**config.mk**
```make
export PLATFORM = sky130hd
export DESIGN_NAME = fetch_unit_flat
export DESIGN_NICKNAME = d
export VERILOG_FILES = /design/src/rtl/fetch_unit_if.sv /design/src/rtl/fetch_unit.sv /design/src/flat_wrapper.sv
export SDC_FILE = /design/constraint.sdc
export NUM_CORES = 1
export LEC_CHECK = 0
export CAP_MARGIN = 20
export CORE_UTILIZATION = 52
export DETAILED_ROUTE_END_ITERATION = 12
export GPL_TIMING_DRIVEN = 0
export HOLD_SLACK_MARGIN = 0.08
export PLACE_DENSITY = 0.86
export SYNTH_ARGS = -nofsm -noshare
export SYNTH_HDL_FRONTEND = slang
export SYNTH_SLANG_ARGS = --single-unit
```
**constraint.sdc**
```tcl
create_clock -name clk -period 2.4 [get_ports clk]
set_input_delay 0.48 -clock clk [delete_from_list [all_inputs] [get_ports clk]]
set_output_delay 0.48 -clock clk [all_outputs]
set_load 0.1 [all_outputs]
```
**src/rtl/fetch_unit_if.sv**
```systemverilog
// Instruction-memory request/response bus between the fetch unit and the I-cache.
// One request is outstanding at a time; the fetch side is the master.
interface fetch_unit_if;
  logic        imem_req;
  logic [31:0] imem_addr;
  logic        imem_ready;
  logic        imem_rvalid;
  logic [31:0] imem_rdata;

  modport master (
    output imem_req,
    output imem_addr,
    input  imem_ready,
    input  imem_rvalid,
    input  imem_rdata
  );

  modport slave (
    input  imem_req,
    input  imem_addr,
    output imem_ready,
    output imem_rvalid,
    output imem_rdata
  );
endinterface

```
**src/rtl/fetch_unit.sv**
```systemverilog
// RV32I instruction-fetch front end: owns the PC, keeps one I-cache read in flight,
// buffers the returned word for IF/ID. Optional same-cycle bypass: FETCH_BYPASS_EN.
module fetch_unit #(
  parameter logic [31:0] RESET_PC = 32'h0000_0000,
  parameter logic [31:0] NOP_INST = 32'h0000_0013
) (
  input  logic         clk,
  input  logic         rst_n,
  fetch_unit_if.master imem,
  input  logic         stall,
  input  logic         jb,
  input  logic [31:0]  jb_target,
  output logic [31:0]  F_out_inst,
  output logic [31:0]  F_out_pc,
  output logic         waiting
);

  typedef enum logic [1:0] {
    S_REQ   = 2'd0,
    S_RESP  = 2'd1,
    S_DRAIN = 2'd2
  } state_e;

  state_e      state_q, state_d;
  logic [31:0] pc_q, pc_d;
  logic [31:0] inflight_pc_q, inflight_pc_d;
  logic [31:0] buf_inst_q, buf_inst_d;
  logic [31:0] buf_pc_q, buf_pc_d;
  logic        valid_q, valid_d;

  logic        consume;
  logic        req;
  logic        bypass;
  logic [31:0] redirect_pc;

  assign redirect_pc = jb_target & 32'hFFFF_FFFC;
  assign consume     = valid_q & ~stall & ~jb;

  // rst_n gating keeps the request quiet for the whole reset interval
  assign req = rst_n & (state_q == S_REQ) & ~jb & (~valid_q | consume);

`ifdef FETCH_BYPASS_EN
  assign bypass = (state_q == S_RESP) & imem.imem_rvalid & ~valid_q & ~jb;
`else
  assign bypass = 1'b0;
`endif

  always_comb begin
    state_d       = state_q;
    pc_d          = pc_q;
    inflight_pc_d = inflight_pc_q;
    buf_inst_d    = buf_inst_q;
    buf_pc_d      = buf_pc_q;
    valid_d       = valid_q;

    if (consume) begin
      valid_d = 1'b0;
    end

    case (state_q)
      S_REQ: begin
        if (req && imem.imem_ready) begin
          inflight_pc_d = pc_q;
          pc_d          = pc_q + 32'd4;
          state_d       = S_RESP;
        end
      end
      S_RESP: begin
        if (jb) begin
          state_d = imem.imem_rvalid ? S_REQ : S_DRAIN;
        end else if (imem.imem_rvalid) begin
          state_d = S_REQ;
          // a bypassed word taken directly by decode never lands in the buffer
          if (!(bypass && !stall)) begin
            buf_inst_d = imem.imem_rdata;
            buf_pc_d   = inflight_pc_q;
            valid_d    = 1'b1;
          end
        end
      end
      S_DRAIN: begin
        if (imem.imem_rvalid) begin
          state_d = S_REQ;
        end
      end
      default: begin
        state_d = S_REQ;
      end
    endcase

    if (jb) begin
      valid_d = 1'b0;
      pc_d    = redirect_pc;
    end
  end

  always_ff @(posedge clk or negedge rst_n) begin
    if (!rst_n) begin
      state_q       <= S_REQ;
      pc_q          <= RESET_PC;
      inflight_pc_q <= 32'h0;
      buf_inst_q    <= NOP_INST;
      buf_pc_q      <= 32'h0;
      valid_q       <= 1'b0;
    end else begin
      state_q       <= state_d;
      pc_q          <= pc_d;
      inflight_pc_q <= inflight_pc_d;
      buf_inst_q    <= buf_inst_d;
      buf_pc_q      <= buf_pc_d;
      valid_q       <= valid_d;
    end
  end

  assign imem.imem_req  = req;
  assign imem.imem_addr = pc_q;

  assign waiting    = ~(valid_q | bypass);
  assign F_out_inst = valid_q ? buf_inst_q : (bypass ? imem.imem_rdata : NOP_INST);
  assign F_out_pc   = valid_q ? buf_pc_q   : (bypass ? inflight_pc_q   : 32'h0);

endmodule

```
**src/flat_wrapper.sv**
```systemverilog
// flat-port wrapper written by rule: the top's interface ports become plain ports
module fetch_unit_flat 
#(
  parameter logic [31:0] RESET_PC = 32'h0000_0000,
  parameter logic [31:0] NOP_INST = 32'h0000_0013
)
  (clk, rst_n, stall, jb, jb_target, F_out_inst, F_out_pc, waiting, imem_imem_req, imem_imem_addr, imem_imem_ready, imem_imem_rvalid, imem_imem_rdata);
  fetch_unit_if imem_i ();
  input  logic clk;
  input  logic rst_n;
  input  logic stall;
  input  logic jb;
  input  logic [31:0] jb_target;
  output logic [31:0] F_out_inst;
  output logic [31:0] F_out_pc;
  output logic waiting;
  output wire logic [$bits(imem_i.imem_req)-1:0] imem_imem_req;
  output wire logic [$bits(imem_i.imem_addr)-1:0] imem_imem_addr;
  input wire logic [$bits(imem_i.imem_ready)-1:0] imem_imem_ready;
  input wire logic [$bits(imem_i.imem_rvalid)-1:0] imem_imem_rvalid;
  input wire logic [$bits(imem_i.imem_rdata)-1:0] imem_imem_rdata;
  assign imem_imem_req = imem_i.imem_req;
  assign imem_imem_addr = imem_i.imem_addr;
  assign imem_i.imem_ready = imem_imem_ready;
  assign imem_i.imem_rvalid = imem_imem_rvalid;
  assign imem_i.imem_rdata = imem_imem_rdata;
  fetch_unit #(.RESET_PC(RESET_PC), .NOP_INST(NOP_INST)) u_core (.clk(clk), .rst_n(rst_n), .imem(imem_i), .stall(stall), .jb(jb), .jb_target(jb_target), .F_out_inst(F_out_inst), .F_out_pc(F_out_pc), .waiting(waiting));
endmodule
```
==> impl_metrics.py <==
metrics = {
    "status": {
        "outcome": "finished, violations left",
        "violations": "hold timing",
    },
    "global_route": {
        "grt_pass1_vias": 4925,
        "grtUsageTotal_pct": 28.2,
        "antenna_found_initial": 0,
        "grt_max_degree": 84,
        "grt_pass1_wl_mm": 24.8,
        "grt_overflow": 0,
    },
    "synth": {
        "async_flop_share_pct": 100,
        "seq_area_frac_synth_pct": 53.8,
        "syn_area_sq_mm": 0.00582,
        "yosys.area_share.simple_pct": 22.2,
        "synth_ff_type": "dfrtp_1",
        "yosysWarnings": 0,
        "synthAdderAreaFrac_pct": 0.215,
        "synth_seq_cells": 125,
        "yosysTopAreaCell": "dfrtp_1",
        "synth_edf_count": 0,
        "synthTopCellsByArea": "dfrtp_1, mux2_2, nand2_1",
        "synth_cells": 555,
        "synth_compound_area_share_pct": 6.57,
        "yosys.area.top_type_share_pct": 52.4,
        "synthXorXnorAreaFrac_pct": 0.902,
        "synth_top_family_by_area": "simple AND/OR/NAND/NOR gates",
        "synthMuxAreaShare_pct": 12.7,
        "synthMostInstantiatedCell": "nand2_1",
        "avgSynthCellArea_sq_um": 10.5,
        "ys_types": 46,
        "synth_common_cells": "nand2_1, dfrtp_1, mux2_2, and2_1, o21ai_0",
    },
    "worst_setup_path": {
        "cp_top_family": "buffers and inverters",
        "path_buf_inv": 1,
        "crit_path_max_fanout": 5,
        "crit_arrival_ns": 1.89,
        "cp_cell_sequence": "dlygate4sd2_1",
        "crit_path_max_incr_delay_ns": 0.89,
        "slowest_stage": "dlygate4sd2_1",
        "crit_type": "flop to primary output",
        "cp-end-kind": "primary output",
        "crit_path_start_kind": "flop",
        "critical_path_required_ns": 1.92,
    },
    "sta": {
        "fin_crit_ns": 2.37,
        "rsz0062_at_grt": "false",
        "maxSlewHeadroom_pct": 31.4,
        "holdWs_ns": -0.0360,
        "fmaxAchievable_ghz": 0.422,
        "finalMaxSlewViolations": 0,
        "skew_ns": 0.00751,
        "fin_crit_sh_pct": 98.8,
        "tightestPinTransition_ns": 1.03,
        "finalHoldViolCount": 39,
        "finalSetupViolCount": 0,
    },
    "drt": {
        "wl_per_cell_um": 17.3,
        "routed_wl_mm": 15.5,
        "num_vias": 4925,
        "antenna_left": 0,
        "dr.pass1.iters": 5,
        "drtIter0Drc": 375,
        "routed_via_density": 5.51,
        "drc": 0,
    },
    "finish": {
        "multiInputGateArea_sq_mm": 0.00249,
        "layout-drive-gt1-share_pct": 27.9,
        "stdcell_count": 894,
        "num_antenna_cells": 0,
        "area_growth_pct": 38.5,
        "ff_latch_area_sq_mm": 0.00314,
        "fin_nets": 812,
        "fill_cells": 792,
    },
    "placed_design": {
        "portBuffers": 160,
        "place_hpwl_mm": 10.9,
        "placed_cells": 859,
        "gp_congestion": 0.914,
    },
    "clock_tree": {
        "clockBufferDepth": 2,
        "postCtsHoldBufs": 3,
        "cts_tree": "yes",
        "cts_root_buffer": "clkbuf_8",
        "cts_sinks": 125,
        "path_clk_slew_ns": 0.05,
        "htree_num_levels": 4,
        "cts_buffers": 17,
        "clk_latency_ns": 0.52,
    },
    "floorplanning": {
        "core-area_sq_mm": 0.0109,
        "start_util_pct": 53.5,
        "die_w_um": 108,
        "die_area_sq_mm": 0.0116,
        "rows": 38,
        "ios": 168,
        "die_y_um": 108,
    },
    "job": {
        "timing.max_cap.violations": 0,
    },
    "pwr": {
        "fin_total_pwr_mw": 6.86,
        "p_per_area_mw_per_mm2": 850,
        "leakagePower_nw": 3.83,
        "peakVddDrop_mv": 0.507,
    },
    "min_path": {
        "hp-class": "input port to async pin",
    },
}
## stage by stage
| step | util [%] | setup WS [ns] | instance area [sq um] | setup TNS (ns) |
|---|---|---|---|---|
| floorplan | - | 0.0284 | 5850 | 0 |
| global placement | 70.0 | -4.72 | 7620 | -740.72 |
| detailed placement | 70.3 | -0.952 | 7650 | -31.66 |
| CTS | 74.2 | 0.00124 | 8080 | 0 |
| global route | 74.1 | 0.000544 | 8070 | 0 |
| finish | 74.1 | 0.0276 | 8070 | 0 |
## where the power goes
part	switching, mW	total, mW	internal, mW
combinational	0.997	1.57	0.573
clock	0.864	2.34	1.48
sequential	0.314	2.95	2.63
## layout make-up
class / count / share of cell area, %
Sequential cell: 125 / 39.0
Multi-Input combinational cell: 390 / 30.9
Timing Repair Buffer: 164 / 18.5
Clock buffer: 26 / 6.05
Buffer: 38 / 2.42
Tap cell: 140 / 2.17
Clock inverter: 6 / 0.745
Inverter: 5 / 0.233
## sequential cells by signal, summed over array words and instances, names as in the netlist
name                   count
u_core.buf_pc_q           30
u_core.valid_q             1
u_core.imem.imem_addr     30
u_core.state_q             2
u_core.buf_inst_q         32
u_core.inflight_pc_q      30
## metal layers
| layer | up-vias | wire [um] | GRT usage [%] |
|---|---|---|---|
| li1 | 2265 | - | - |
| met2 | 272 | 7490 | 47.0 |
| met3 | 30 | 1490 | 7.87 |
| met1 | 2358 | 6230 | 35.0 |
| met5 | - | 0 | 0 |
| met4 | 0 | 281 | 10.3 |
## cell usage in the layout, fill, tap and decap left out, types with 16 or more instances in the layout
master	instances
buf_2	18
and2_1	61
clkdlybuf4s50_1	65
nand2_1	128
buf_4	64
mux2_2	63
o21ai_0	22
dfrtp_1	113
clkbuf_16	16
nor2_1	16
dlygate4sd2_1	21
## final timing paths
path / from / to / slack, ns / depth (start not counted)
setup / recovery: u_core.imem.imem_addr[13] / imem_imem_addr[13] / 0.03 / 1
hold / removal: rst_n / u_core.buf_inst_q[23] / -0.04 / 2
setup reg to reg: u_core.valid_q / u_core.imem.imem_addr[8] / 0.28 / 8
min in group clk: jb / u_core.state_q[1] / 0.40 / 4
hold reg to reg: u_core.inflight_pc_q[23] / u_core.inflight_pc_q[23] / 0.47 / 2
max in group asynchronous: rst_n / u_core.imem.imem_addr[10] / 1.56 / 4
## cell families after synthesis
kind of cell,after synthesis
simple gates,255
flops,125
mux,66
compound gates,58
buf+inv,43
xor+xnor,6
fa+ha+maj,1
other cells,1
## timing repair
item,4_1_cts,5_1_grt
setup endpoints to repair,94,44
endpoints found under the hold margin,43,79
buffers inserted,0,0
resized for setup,407,23
No activity file was read; power rests on OpenSTA's default activity.
==> RTL edit, RTL diff (config.mk and constraints unchanged) <==
The 3 states of `state_e` get a one-hot encoding in 3 bits.
--- a/src/rtl/fetch_unit.sv
+++ b/src/rtl/fetch_unit.sv
@@ -15,10 +15,10 @@
   output logic         waiting
 );
 
-  typedef enum logic [1:0] {
-    S_REQ   = 2'd0,
-    S_RESP  = 2'd1,
-    S_DRAIN = 2'd2
+  typedef enum logic [2:0] {
+    S_REQ   = 3'b001,
+    S_RESP  = 3'b010,
+    S_DRAIN = 3'b100
   } state_e;
 
   state_e      state_q, state_d;
Behaviour: same outputs for any inputs over 4 cycles, from zero or initial values and one cycle with rst_n low; so few cycles prove little.
==> RTL edit against the unedited design <==
Die area up 1.4%; design area up 1.1%; routed wire length up 6.9%; synthesized area up 1.4%; sequential cell count up 1; global-route usage up 1.3 points; first-iteration DRC count up 50%; setup slack better by 0.037 ns; total power down 14%.
==> RTL edit: results <==
outcome:
  run_status: "finished, final reports clean"
drt:
  vias: 5110
  met3_length_um: 1360
  via_per_inst: 5.68
  first_iter_violations: 561
  met2_wirelength_um: 8170
  routed_wirelength_um: 16600
  detail_route.wirelength.met1_um: 6480
cells_and_area:
  num-nets-final: 819
  registers.top_by_ff_count: "u_core.buf_inst_q"
  antenna-diode-count: 0
  share_of_final_layout_standard_cells_stronger_than_drive_strength_1_pct: 25.8
  final.fill_count: 798
synth:
  synth_area_per_cell_um2: 10.5
  yosys_warnings: 0
  synth_fa_ha_area_share_pct: 0.212
  async_reset_ff_share_pct: 100
  synth.top_cells.by_area: "sky130_fd_sc_hd__dfrtp_1 52%, sky130_fd_sc_hd__mux2_2 12%, sky130_fd_sc_hd__nand2_1 8.1%"
  top_cells_by_instance_count_after_synthesis: "127 x sky130_fd_sc_hd__nand2_1, 122 x sky130_fd_sc_hd__dfrtp_1, 62 x sky130_fd_sc_hd__mux2_2"
  synth-seq-area-share_pct: 53.5
  synthDistinctLibCells: 49
  proportion_of_synthesized_area_in_mux_cells_pct: 12.3
  synth-compound-area-share_pct: 6.25
  yosys.area_share.xor_xnor_pct: 0.297
placement:
  preCtsSetupSlack_ns: -0.699
  dp_cells: 865
  globalplace.congestion: 0.850
  detailedPlacementHpwl_um: 11200
clock_tree:
  ctsResizeCount: 343
  worstSkewPairLatency_ns: 0.41
  ctsHoldBuffers: 3
  clock_path_buffers: 2
  cts.root.buffer_cell: "sky130_fd_sc_hd__clkbuf_16"
  cts_max_level: 4
global_routing:
  grt_usage_pct: 29.5
  maximum_number_of_pins_on_one_net_before_global_route_repair: 49
  grtUsageMet2_pct: 49.2
  grt_util_met3_pct: 6.51
  number_of_global_route_vias_before_repair: 5184
  global_route.usage.met1_pct: 36.1
  grt_pass1_wl_um: 25800
pwr:
  vdd.ir_drop.worst_v: 0.000450
  internal_dissipation_mw: 4.15
  total_leakage_power_nw: 4.08
sta:
  worst_tran_pin_value_ns: 1.03
  final.setup_skew_ns: 0.00895
worst_setup_path:
  crit_path_top_delay_cell: "sky130_fd_sc_hd__dlygate4sd2_1"
  arrival_ns: 1.86
  crit_path_max_incr_delay_ns: 0.91
  worstPathMaxFanout: 8
  critical_path.top_delay_family: "buffers and inverters"
RTL edit: path summary, 6_finish.rpt:
kind                                                 from                  endpoint  slack [ns]  cells past startpoint
worst min-delay path                                rst_n         u_core.state_q[0]        0.16                      2
worst min register to register    u_core.inflight_pc_q[7]   u_core.inflight_pc_q[7]        0.48                      2
min in group clk                                       jb         u_core.state_q[1]        0.44                      4
worst max register to register             u_core.valid_q  u_core.inflight_pc_q[13]        0.11                      7
worst max-delay path            u_core.imem.imem_addr[12]        imem_imem_addr[12]        0.06                      1
max in group asynchronous                           rst_n     u_core.buf_inst_q[19]        1.42                      3
RTL edit: metrics by stage:
stage	power (mW)	cell area (um^2)
3_5_place_dp	3.61	7730
3_3_place_gp	3.56	7700
5_1_grt	6.12	8150
6_report	5.91	8150
2_1_floorplan	3.21	5920
4_1_cts	5.93	8040
RTL edit: power groups by stage:
stage	Clock (mW)	Sequential [mW]	Combinational [mW]
floorplan	0	2.88	0.326
global placement	0	2.56	1.00
detailed placement	0	2.57	1.03
CTS	2.36	2.54	1.03
global route	2.46	2.57	1.09
finish	2.33	2.55	1.03
RTL edit: final cells by class:
| type | count | area (um^2) | share of cell area [%] |
|---|---|---|---|
| sequential | 126 | 3160 | 38.8 |
| tap | 140 | 175 | 2.15 |
| inverter | 7 | 26.3 | 0.322 |
| buffer | 34 | 171 | 2.10 |
| clock inverter | 6 | 35.0 | 0.430 |
| multi-input combinational | 397 | 2560 | 31.4 |
| timing repair buffer | 165 | 1500 | 18.4 |
| clock buffer | 25 | 515 | 6.32 |
RTL edit: kinds of logic after synthesis:
logic type | count (synthesis)
other | 1
flip-flops | 126
buffers and inverters | 41
AO/OA/AOI/OAI | 53
XOR/XNOR | 2
multiplexers | 65
adder cells (fa/ha/maj) | 1
AND/OR/NAND/NOR | 272
